===== src/rtl/ex_div_unit.sv =====
// rtl/ex_div_unit.sv - 32-bit signed/unsigned restoring divider for the EX stage
// One quotient bit per cycle; result is {remainder, quotient}.
module ex_div_unit (
   input  logic        clk,
   input  logic        reset,
   input  logic        start_i,
   input  logic        signed_i,
   input  logic [31:0] opdata1_i,
   input  logic [31:0] opdata2_i,
   input  logic        annul_i,
   output logic [63:0] result_o,
   output logic        ready_o,
   output logic        stall_req_o
);

   typedef enum logic [1:0] {FREE, BYZERO, ON, END} state_t;

   state_t      state, state_n;
   logic [5:0]  cnt;
   logic [31:0] rem, quo, dvs;
   logic [63:0] result;
   logic        sgn_mode, neg_quo, neg_rem;

   logic [31:0] abs_a, abs_b;
   logic [32:0] shifted, diff;
   logic        accept;

   assign accept = start_i && !annul_i;
   assign abs_a  = (signed_i && opdata1_i[31]) ? -opdata1_i : opdata1_i;
   assign abs_b  = (signed_i && opdata2_i[31]) ? -opdata2_i : opdata2_i;

   // Partial remainder is always below the divisor, so a failed trial fits back in 32 bits.
   assign shifted = {rem, quo[31]};
   assign diff    = shifted - {1'b0, dvs};

   always_comb begin
      state_n = state;
      case (state)
         FREE:    if (accept) state_n = (opdata2_i == 32'd0) ? BYZERO : ON;
         BYZERO:  state_n = annul_i ? FREE : END;
         ON: begin
            if (annul_i)             state_n = FREE;
            else if (cnt == 6'd32)   state_n = END;
         end
         END:     if (!start_i) state_n = FREE;
         default: state_n = FREE;
      endcase
   end

   always_ff @(posedge clk) begin
      if (reset) begin
         state    <= FREE;
         cnt      <= 6'd0;
         rem      <= 32'd0;
         quo      <= 32'd0;
         dvs      <= 32'd0;
         result   <= 64'd0;
         sgn_mode <= 1'b0;
         neg_quo  <= 1'b0;
         neg_rem  <= 1'b0;
      end else begin
         state <= state_n;
         case (state)
            FREE: begin
               if (accept) begin
                  cnt      <= 6'd0;
                  rem      <= 32'd0;
                  quo      <= abs_a;
                  dvs      <= abs_b;
                  sgn_mode <= signed_i;
                  neg_quo  <= signed_i && (opdata1_i[31] ^ opdata2_i[31]);
                  neg_rem  <= signed_i && opdata1_i[31];
               end
            end
            BYZERO: result <= 64'd0;
            ON: begin
               if (!annul_i) begin
                  if (cnt != 6'd32) begin
                     if (!diff[32]) begin
                        rem <= diff[31:0];
                        quo <= {quo[30:0], 1'b1};
                     end else begin
                        rem <= shifted[31:0];
                        quo <= {quo[30:0], 1'b0};
                     end
                     cnt <= cnt + 6'd1;
                  end else begin
                     result[63:32] <= (sgn_mode && neg_rem) ? -rem : rem;
                     result[31:0]  <= (sgn_mode && neg_quo) ? -quo : quo;
                  end
               end
            end
            default: ;
         endcase
      end
   end

   assign ready_o     = (state == END);
   assign result_o    = ready_o ? result : 64'd0;
   assign stall_req_o = start_i && !ready_o && !annul_i;

endmodule


===== config.mk =====
export PLATFORM = sky130hd
export DESIGN_NAME = ex_div_unit
export DESIGN_NICKNAME = d
export VERILOG_FILES = /design/src/rtl/ex_div_unit.sv
export SDC_FILE = /design/constraint.sdc
export NUM_CORES = 1
export LEC_CHECK = 0
export ABC_AREA = 1
export CORE_ASPECT_RATIO = 0.6
export CORE_MARGIN = 2
export CORE_UTILIZATION = 50
export CTS_BUF_LIST = sky130_fd_sc_hd__clkbuf_4 sky130_fd_sc_hd__clkbuf_8
export CTS_CLUSTER_SIZE = 28
export DETAILED_ROUTE_END_ITERATION = 16
export GPL_ROUTABILITY_DRIVEN = 0
export PLACE_DENSITY = 0.73
export SLEW_MARGIN = 5
export SYNTH_ARGS = -nofsm -noshare
export SYNTH_HDL_FRONTEND = slang
export SYNTH_SLANG_ARGS = --single-unit

===== constraint.sdc =====
create_clock -name clk -period 2.9 [get_ports clk]
set_input_delay 0.58 -clock clk [delete_from_list [all_inputs] [get_ports clk]]
set_output_delay 0.58 -clock clk [all_outputs]
set_load 0.02 [all_outputs]

==> impl_metrics.ini <==
[run_status]
status = completed

[synthesis]
synth_top_area_frac = 0.256
ys_types = 49
synth_commonest_cells = nand2_1, inv_1, nand3_1
synth_ff_type = dfxtp_1
synth.most_common_cell = nand2_1
syn_inst = 2284
avgSynthCellArea_sq_um = 5.86
synth_compound_area_frac = 0.156
synthSimpleGateAreaFrac = 0.385
synthXorXnorAreaFrac = 0.0321
synth.net_count = 2396
synthAdderAreaFrac = 0.0408
ys_warn_count = 0
synth-seq-area-share = 0.256
synth.area.mux_share = 0
synthArstFlopShare = 0
synth_top_area_cell = dfxtp_1
synth_top_family_by_area = simple AND/OR/NAND/NOR gates
synth_edf_count = 0
synth-seq-cells = 171
synth_area_leaders = dfxtp_1, nand2_1, inv_1
syn_area_sq_um = 13400

[critical_path]
worstPathCellList = ha_4 > clkbuf_16 > nand2_1 > inv_1 > clkdlybuf4s50_1
arrival_ns = 2.21
slowest_delay_ns = 0.61
start_kind = flop
critPathSlowestCell = clkdlybuf4s50_1
path_max_fanout = 32
crit_family = buffers and inverters
crit_type = reg2out
crit_buf_inv = 3
crit_required_ns = 2.32
worstSetupEndpointType = output pin

[timing]
fin_skew_ns = 0.0174
final-hold-violation-count = 0
finalCritPeriodShare = 0.961
rsz0062_at_grt = false
setup_viol = 0
tightest_slew_ns = 0.683
slew-limit-headroom = 0.544
fin_ws_ns = 0.114
timing.setup.tns_ns = 0
finalCriticalPeriod_ns = 2.79
max_freq_mhz = 359
slew_viol_final = 0

[global_route]
grt_pass1_vias = 12640
grt_max_degree = 133
overflow = 0
grt_pass1_wl_um = 67900
grt_antenna_before_repair = 0
grt_use_total = 0.306

[clock_tree]
htreeDepth = 4
cts_buffer_depth = 2
cts_setup_buffers = 0
clk_pin_slew_ns = 0.08
cts-root-buf = clkbuf_8
numCtsBuffers = 17
clk_latency_ns = 0.49
ctsHoldBuffers = 0
cts.sinks = 171
cts-resized-gates = 0
cts_tree = done

[placement]
dp_hpwl_um = 35300
placedCellCount = 2738
dp_slack_ns = 0.306
port_buffers = 134

[detailed_routing]
ant_nets = 0
drc = 0
first_iter_violations = 1946
wl_per_cell_um = 16.2
drt_first_pass_iters = 7
route.met2.wl_um = 15600
dr_total_vias = 15274
vias_per_cell = 5.51
wirelength_met1_um = 21800
wl_met3_um = 6850
routed_wl_um = 44800
maxUsedRoutingLayer = met5

[final_layout]
ff_latch_area_sq_um = 3420
nFillCells = 2659
area_growth_pct = 16.4
final_cells = 2771
fin_nets = 2510
layout-drive-gt1-share = 0.0622
multi_input_area_sq_um = 8220
diodes = 0

[floorplanning]
die_x_um = 215
fp.dieH_um = 131
ioPinCount = 135
start_util = 0.507
num_rows = 46
floorplan.die_area_sq_um = 28100
core_area_sq_um = 26400

[power]
leakage_nw = 7.65
power_density_nw_per_um2 = 394
peakVddDrop_mv = 0.214

[run]
drv_cap = 0

[worst_hold_path]
hold_path.class = reg2reg
[routing by layer]
metal,vias to the layer above,track usage
met5,-,0.0133
met4,2,0.0552
met3,56,0.0975
met2,845,0.376
met1,6849,0.494
li1,7522,-
[path summary, 6_finish.rpt]
path,from,end,slack [ns],cells past startpoint
worst max-delay path,state[0],result_o[20],0.11,5
worst min-delay path,result[61],result[61],0.47,2
worst max register to register,quo[31],rem[12],0.26,16
worst min register to register,result[61],result[61],0.47,2
[state kept, by name, indices dropped and copies added, names as in the netlist]
signal / count
cnt: 6
dvs: 32
neg_quo: 1
neg_rem: 1
quo: 32
rem: 32
result: 64
sgn_mode: 1
state: 2
[placed cells by master (no fill, tap or decap), drive strengths merged, types with 3 or more instances in the layout]
master           n
nand2          699
inv            365
nand3          225
a21oi          201
nor2           190
dfxtp          171
clkdlybuf4s50  133
o21ai          100
ha              42
buf             42
xor2            28
nand4           28
nor3            25
clkbuf          23
xnor2           21
o211ai          19
a22oi           14
or2             14
a31oi           13
nand3b          10
clkinv          10
o221ai           6
a21o             4
and2             4
o21bai           4
o2111ai          4
o22ai            3
[power breakdown]
| part | switching [W] | total, W | internal, W |
|---|---|---|---|
| Combinational | 0.00130 | 0.00193 | 0.000630 |
| Sequential | 0.000102 | 0.00253 | 0.00243 |
| Clock | 0.000897 | 0.00166 | 0.000765 |
| Total | 0.00230 | 0.00613 | 0.00383 |
[logic make-up (layout without fill, tap and decap cells)]
| logic type | after synthesis | after routing |
|---|---|---|
| adder cells (fa/ha/maj) | 43 | 43 |
| buffers and inverters | 449 | 576 |
| XOR/XNOR | 49 | 49 |
| AND/OR/NAND/NOR | 1199 | 1199 |
| flip-flops | 171 | 171 |
| AO/OA/AOI/OAI | 373 | 373 |
[worst reg2reg max path, delay by kind of cell (launching register included)]
family	cells	cell delay, ns
flip-flops	1	0.34
adder cells (fa/ha/maj)	2	0.67
buffers and inverters	2	0.21
AND/OR/NAND/NOR	11	1.20
AO/OA/AOI/OAI	1	0.15
[metrics by stage]
step / hold slack [ns] / utilization / power, W / cell area [sq um]
3_3_place_gp: 0.453 / 0.575 / 0.00440 / 15200
6_report: 0.470 / 0.591 / 0.00613 / 15600
5_1_grt: 0.478 / 0.591 / 0.00644 / 15600
3_5_place_dp: 0.454 / 0.575 / 0.00444 / 15200
2_1_floorplan: 0.440 / - / 0.00386 / 13400
4_1_cts: 0.465 / 0.589 / 0.00607 / 15500
[area by class of cell]
cell class | instances | share of cell area
Clock inverter | 10 | 0.00587
Tap cell | 360 | 0.0289
Multi-Input combinational cell | 1664 | 0.528
Timing Repair Buffer | 176 | 0.110
Clock buffer | 22 | 0.0186
Inverter | 368 | 0.0887
Sequential cell | 171 | 0.220
Note: power is estimated with default switching activity, not from simulation.
